**config.mk**
```make
export PLATFORM = sky130hd
export DESIGN_NAME = pcap_global_hdr_strip
export DESIGN_NICKNAME = d
export VERILOG_FILES = /design/src/rtl/pcap_global_hdr_strip.sv
export SDC_FILE = /design/constraint.sdc
export NUM_CORES = 1
export LEC_CHECK = 0
export CAP_MARGIN = 15
export CORE_MARGIN = 2
export CORE_UTILIZATION = 44
export DETAILED_ROUTE_END_ITERATION = 10
export GPL_TIMING_DRIVEN = 0
export PLACE_DENSITY = 0.87
export SYNTH_ARGS = -nofsm -noshare
export SYNTH_HDL_FRONTEND = slang
export SYNTH_SLANG_ARGS = --single-unit
```
**constraint.sdc**
```tcl
create_clock -name CLK -period 2.08 [get_ports CLK]
set_input_delay 0.312 -clock CLK [delete_from_list [all_inputs] [get_ports CLK]]
set_output_delay 0.312 -clock CLK [all_outputs]
set_load 0.02 [all_outputs]
```
**src/rtl/pcap_global_hdr_strip.sv**
```systemverilog
// Strips and validates the 24-byte pcap global header from a 128-bit byte stream,
// exports the header fields and re-aligns the record bytes so file byte 24 is lane 0.
module pcap_global_hdr_strip (
  input  logic         CLK,
  input  logic         RST_N,
  input  logic [127:0] S_TDATA,
  input  logic [15:0]  S_TKEEP,
  input  logic         S_TVALID,
  output logic         S_TREADY,
  input  logic         S_TLAST,
  output logic [127:0] PCAP_TDATA,
  output logic [15:0]  PCAP_TKEEP,
  output logic         PCAP_TVALID,
  input  logic         PCAP_TREADY,
  output logic         PCAP_TLAST,
  output logic         HDR_OK,
  output logic         HDR_ERR,
  output logic         SWAPPED,
  output logic         NANOSEC,
  output logic [31:0]  SNAPLEN,
  output logic [31:0]  LINKTYPE
);

  typedef enum logic [2:0] {HDR0, HDR1, STREAM, FLUSH, DROP} state_t;

  typedef struct packed {
    logic [127:0] data;
    logic [15:0]  keep;
    logic         last;
  } beat_t;

  state_t       state, state_nxt;
  logic [63:0]  hold, hold_nxt;
  logic [7:0]   hold_keep, hold_keep_nxt;
  beat_t        out_q, emit_beat;
  logic         out_vld, emit;
  logic [127:0] emit_data_m;

  logic         ok_nxt, err_nxt, swp_nxt, ns_nxt;
  logic [31:0]  snap_nxt, link_nxt;
  logic         magic_ok, magic_swp, magic_ns;
  logic         slot_free, accept;

  function automatic logic [31:0] bswap32(input logic [31:0] v);
    return {v[7:0], v[15:8], v[23:16], v[31:24]};
  endfunction

  assign slot_free = !out_vld || PCAP_TREADY;
  // Gated by reset so every output reads 0 while RST_N is low.
  assign S_TREADY  = RST_N && (state != FLUSH) && slot_free;
  assign accept    = S_TVALID && S_TREADY;

  // Magic is the first four file bytes read little-endian.
  always_comb begin
    magic_ok  = 1'b1;
    magic_swp = 1'b0;
    magic_ns  = 1'b0;
    case (S_TDATA[31:0])
      32'hA1B2C3D4: begin end
      32'hA1B23C4D: magic_ns = 1'b1;
      32'hD4C3B2A1: magic_swp = 1'b1;
      32'h4D3CB2A1: begin magic_swp = 1'b1; magic_ns = 1'b1; end
      default:      magic_ok = 1'b0;
    endcase
  end

  always_comb begin
    state_nxt     = state;
    hold_nxt      = hold;
    hold_keep_nxt = hold_keep;
    emit          = 1'b0;
    emit_beat     = '0;
    ok_nxt        = HDR_OK;
    err_nxt       = HDR_ERR;
    swp_nxt       = SWAPPED;
    ns_nxt        = NANOSEC;
    snap_nxt      = SNAPLEN;
    link_nxt      = LINKTYPE;
    case (state)
      HDR0: if (accept) begin
        ok_nxt  = 1'b0;
        err_nxt = 1'b0;
        if (!magic_ok || S_TLAST) begin
          err_nxt   = 1'b1;
          state_nxt = S_TLAST ? HDR0 : DROP;
        end else begin
          swp_nxt   = magic_swp;
          ns_nxt    = magic_ns;
          state_nxt = HDR1;
        end
      end
      HDR1: if (accept) begin
        snap_nxt      = SWAPPED ? bswap32(S_TDATA[31:0])  : S_TDATA[31:0];
        link_nxt      = SWAPPED ? bswap32(S_TDATA[63:32]) : S_TDATA[63:32];
        ok_nxt        = 1'b1;
        hold_nxt      = S_TDATA[127:64];
        hold_keep_nxt = S_TKEEP[15:8];
        if (S_TLAST) begin
          state_nxt = HDR0;
          if (!S_TKEEP[7]) begin
            ok_nxt  = 1'b0;
            err_nxt = 1'b1;
          end else if (S_TKEEP[8]) begin
            emit           = 1'b1;
            emit_beat.data = {64'h0, S_TDATA[127:64]};
            emit_beat.keep = {8'h00, S_TKEEP[15:8]};
            emit_beat.last = 1'b1;
          end
        end else begin
          state_nxt = STREAM;
        end
      end
      STREAM: if (accept) begin
        emit           = 1'b1;
        emit_beat.data = {S_TDATA[63:0], hold};
        emit_beat.keep = 16'hFFFF;
        hold_nxt       = S_TDATA[127:64];
        hold_keep_nxt  = S_TKEEP[15:8];
        if (S_TLAST) begin
          // Keep is contiguous from lane 0, so lane 8 tells whether a tail spills over.
          if (!S_TKEEP[8]) begin
            emit_beat.keep = {S_TKEEP[7:0], 8'hFF};
            emit_beat.last = 1'b1;
            state_nxt      = HDR0;
          end else begin
            state_nxt = FLUSH;
          end
        end
      end
      FLUSH: if (slot_free) begin
        emit           = 1'b1;
        emit_beat.data = {64'h0, hold};
        emit_beat.keep = {8'h00, hold_keep};
        emit_beat.last = 1'b1;
        state_nxt      = HDR0;
      end
      DROP: if (accept && S_TLAST) state_nxt = HDR0;
      default: state_nxt = HDR0;
    endcase
  end

  // Invalid lanes are driven as zero so downstream never sees stale bytes.
  for (genvar i = 0; i < 16; i++) begin : g_lane
    assign emit_data_m[8*i +: 8] = emit_beat.keep[i] ? emit_beat.data[8*i +: 8] : 8'h00;
  end

  always_ff @(posedge CLK or negedge RST_N) begin
    if (!RST_N) begin
      state     <= HDR0;
      hold      <= '0;
      hold_keep <= '0;
    end else begin
      state     <= state_nxt;
      hold      <= hold_nxt;
      hold_keep <= hold_keep_nxt;
    end
  end

  always_ff @(posedge CLK or negedge RST_N) begin
    if (!RST_N) begin
      out_q   <= '0;
      out_vld <= 1'b0;
    end else if (emit) begin
      out_q   <= '{data: emit_data_m, keep: emit_beat.keep, last: emit_beat.last};
      out_vld <= 1'b1;
    end else if (PCAP_TREADY) begin
      out_vld <= 1'b0;
    end
  end

  always_ff @(posedge CLK or negedge RST_N) begin
    if (!RST_N) begin
      HDR_OK   <= 1'b0;
      HDR_ERR  <= 1'b0;
      SWAPPED  <= 1'b0;
      NANOSEC  <= 1'b0;
      SNAPLEN  <= '0;
      LINKTYPE <= '0;
    end else begin
      HDR_OK   <= ok_nxt;
      HDR_ERR  <= err_nxt;
      SWAPPED  <= swp_nxt;
      NANOSEC  <= ns_nxt;
      SNAPLEN  <= snap_nxt;
      LINKTYPE <= link_nxt;
    end
  end

  assign PCAP_TDATA  = out_vld ? out_q.data : 128'h0;
  assign PCAP_TKEEP  = out_vld ? out_q.keep : 16'h0;
  assign PCAP_TLAST  = out_vld && out_q.last;
  assign PCAP_TVALID = out_vld;

endmodule

```
==> impl_metrics.json <==
{
  "status": "finished, violations left",
  "violations": "hold timing, setup timing",
  "fill_cells": 1997,
  "drt_first_pass_iters": 5,
  "root_buffer": "clkbuf_16",
  "cts_tree": "yes",
  "syn_to_final_growth_pct": 57.4,
  "ys_ff_latch": 289,
  "synth_nets": 1247,
  "final.setup_skew_ns": 0.0144,
  "cp-start-kind": "register",
  "dp_cells": 1853,
  "crit_type": "reg2reg",
  "yosysWarnings": 0,
  "wl_mm": 49.5,
  "drive_gt1_share_pct": 35.2,
  "synth_cell_type_count": 57,
  "grt_pass1_wl_mm": 68.0,
  "clock_latency_ns": 0.56,
  "clockBufferDepth": 3,
  "layoutNonFillerInstCount": 1979,
  "setup_tns_ns": -7.41,
  "ios": 364,
  "clk_pin_slew_worst_paths_ns": 0.07,
  "fin_crit_ns": 2.24,
  "yosys-top-cells-count": "dfrtp_1, and2_1, a22o_1",
  "ys_async_sr_fraction_pct": 100,
  "num_rows": 63,
  "p_leak_uw": 0.00983,
  "dp_hpwl_mm": 30.2,
  "crit_fanout": 7,
  "required_ns": 2.51,
  "cts.sinks": 289,
  "power_uw": 15300,
  "final_core_util_pct": 69.9,
  "synth.most_common_cell": "dfrtp_1",
  "synth_area_um2": 13100,
  "arrival_ns": 2.67,
  "end_kind": "register",
  "syn_inst": 1098,
  "nets": 1717,
  "synth_area_per_cell_um2": 11.9,
  "die_y_um": 176,
  "grt_usage_pct": 28.1,
  "ys_seq_area_share_pct": 55.4,
  "rsz0062_at_grt": "true",
  "ctsHtreeMaxLevel": 1,
  "initial_core_util_pct": 44.4,
  "grt_max_degree": 126,
  "cts_buffers": 30,
  "ant_nets": 0,
  "grt_antenna_before_repair": 3,
  "synthTopCellsByArea": "dfrtp_1, and2_1, a22o_1",
  "hold_slack_ns": -0.158,
  "layout_setup_ws_ns": -0.157,
  "wl_per_cell_um": 25.0,
  "max_freq_mhz": 447,
  "die_w_um": 176,
  "p_per_area_nw_per_um2": 743,
  "overflow": 0,
  "synth-edff-count": 0,
  "ir_worst_vdd_v": 0.000565,
  "gp_congestion": 0.904,
  "multi_input_area_um2": 6280,
  "fin_crit_sh_pct": 108,
  "drt-initial-drc-count": 919,
  "setup_viol": 149,
  "regArea_um2": 7230,
  "route.detailed.drc": 0,
  "dieArea_um2": 31100,
  "grt_pass1_vias": 11700,
  "synth_top_area_cell": "dfrtp_1",
  "vias": 11700,
  "maxCapViolations": 0,
  "tightest_slew_ns": 0.883,
  "viasPerCell": 5.89,
  "synth_ff_type": "dfrtp_1",
  "hold_viol_final": 184,
  "maxSlewHeadroom_pct": 41.1,
  "synth_top_area_share_pct": 55.4,
  "core-area_um2": 29400,
  "final_max_slew_viol_count": 0,
  "hold_class": "in2async",
  "io_buffers": 363
}
[where the power goes]
part           switching [µW]  leakage, µW  internal, µW
registers                 548      0.00379          6400
clock network            2270     0.000476          3210
logic                    1300      0.00556          1530
[layer usage]
layer  part of all wire [%]  global-route usage [%]
met1                     40                    37.5
met2                     47                    44.4
met3                    8.1                    5.66
met4                    4.7                    13.0
met5                      0                       0
[placed cells by master (no fill, tap or decap), types with 7 or more instances in the layout]
cell             instances
buf_4                   40
and2_4                  50
nor2_1                  69
clkbuf_2                19
buf_2                   91
buf_8                   15
clkbuf_1                10
dlygate4sd2_1           21
a22oi_1                 24
clkbuf_8                 7
a22o_1                  79
and2_1                  96
mux2i_1                 65
dfrtp_1                287
clkbuf_16               62
o2bb2ai_1               48
buf_12                  21
clkdlybuf4s50_1        192
a21o_1                   9
inv_1                   10
clkbuf_4                 9
mux2_4                  74
a22oi_2                 33
buf_6                   68
a21oi_1                 66
[registers in the layout (all words and copies together), names as in the netlist]
signal / cells
hold: 64
state: 3
HDR_OK: 1
LINKTYPE: 32
SWAPPED: 1
hold_keep: 8
out_q: 145
PCAP_TVALID: 1
HDR_ERR: 1
NANOSEC: 1
SNAPLEN: 32
[final timing paths]
path | startpoint | to | slack, ns | cells after the start
worst max-delay path | state[2]$_DFFE_PN0P_ | out_q[30]$_DFFE_PN0P_ | -0.16 | 9
worst min-delay path | RST_N | hold[48]$_DFFE_PN0P_ | -0.16 | 2
worst max register to register | state[2]$_DFFE_PN0P_ | out_q[30]$_DFFE_PN0P_ | -0.16 | 9
worst min register to register | out_q[16]$_DFFE_PN0P_ | out_q[16]$_DFFE_PN0P_ | 0.47 | 1
max in group asynchronous | RST_N | state[2]$_DFFE_PN0P_ | 0.80 | 3
min in group CLK | S_TDATA[28] | out_q[109]$_DFFE_PN0P_ | 0.18 | 2
[cell families (layout without fill, tap and decap cells)]
group	after synthesis	in the layout	synth area share, %
AOI/OAI and AO/OA	303	303	17.9
buffers and inverters	99	587	3.11
DFF	289	289	55.4
muxes	139	139	11.4
other	0	3	0
and+or+nand+nor	268	268	12.2
[critical path, cell delays in order, from the launching register on]
cell and delay [ns]:
dfrtp_2 0.43, nand3b_1 0.21, buf_4 0.17, and4_4 0.17, and3_4 0.21, buf_12 0.16
clkbuf_16 0.16, buf_8 0.13, a22o_1 0.23, a22o_1 0.22
[per-stage QoR]
step / instance area, µm² / setup slack, ns
after global placement: 17200 / -12.65
after CTS: 19200 / -0.0803
final: 20500 / -0.157
after floorplan: 13100 / -0.0898
after global routing: 20500 / -0.201
after detailed placement: 17300 / -1.28
[final cells by class]
class,count,share of cell area (%)
Sequential cell,289,35.2
Multi-Input combinational cell,710,30.6
Timing Repair Buffer,446,22.0
Buffer,80,4.87
Clock buffer,41,4.15
Tap cell,390,2.37
Clock inverter,9,0.609
Inverter,11,0.201
Antenna cell,3,0.0365
[what timing repair did]
action                                 CTS  global route
endpoints found under the hold margin   41           135
gates resized for setup                867           289
buffers inserted                        33            10
hold buffers                             3             2
pin swaps                               57            78
gates cloned                            11            23
setup endpoints to repair              432           354
No activity file was read; power rests on OpenSTA's default activity.
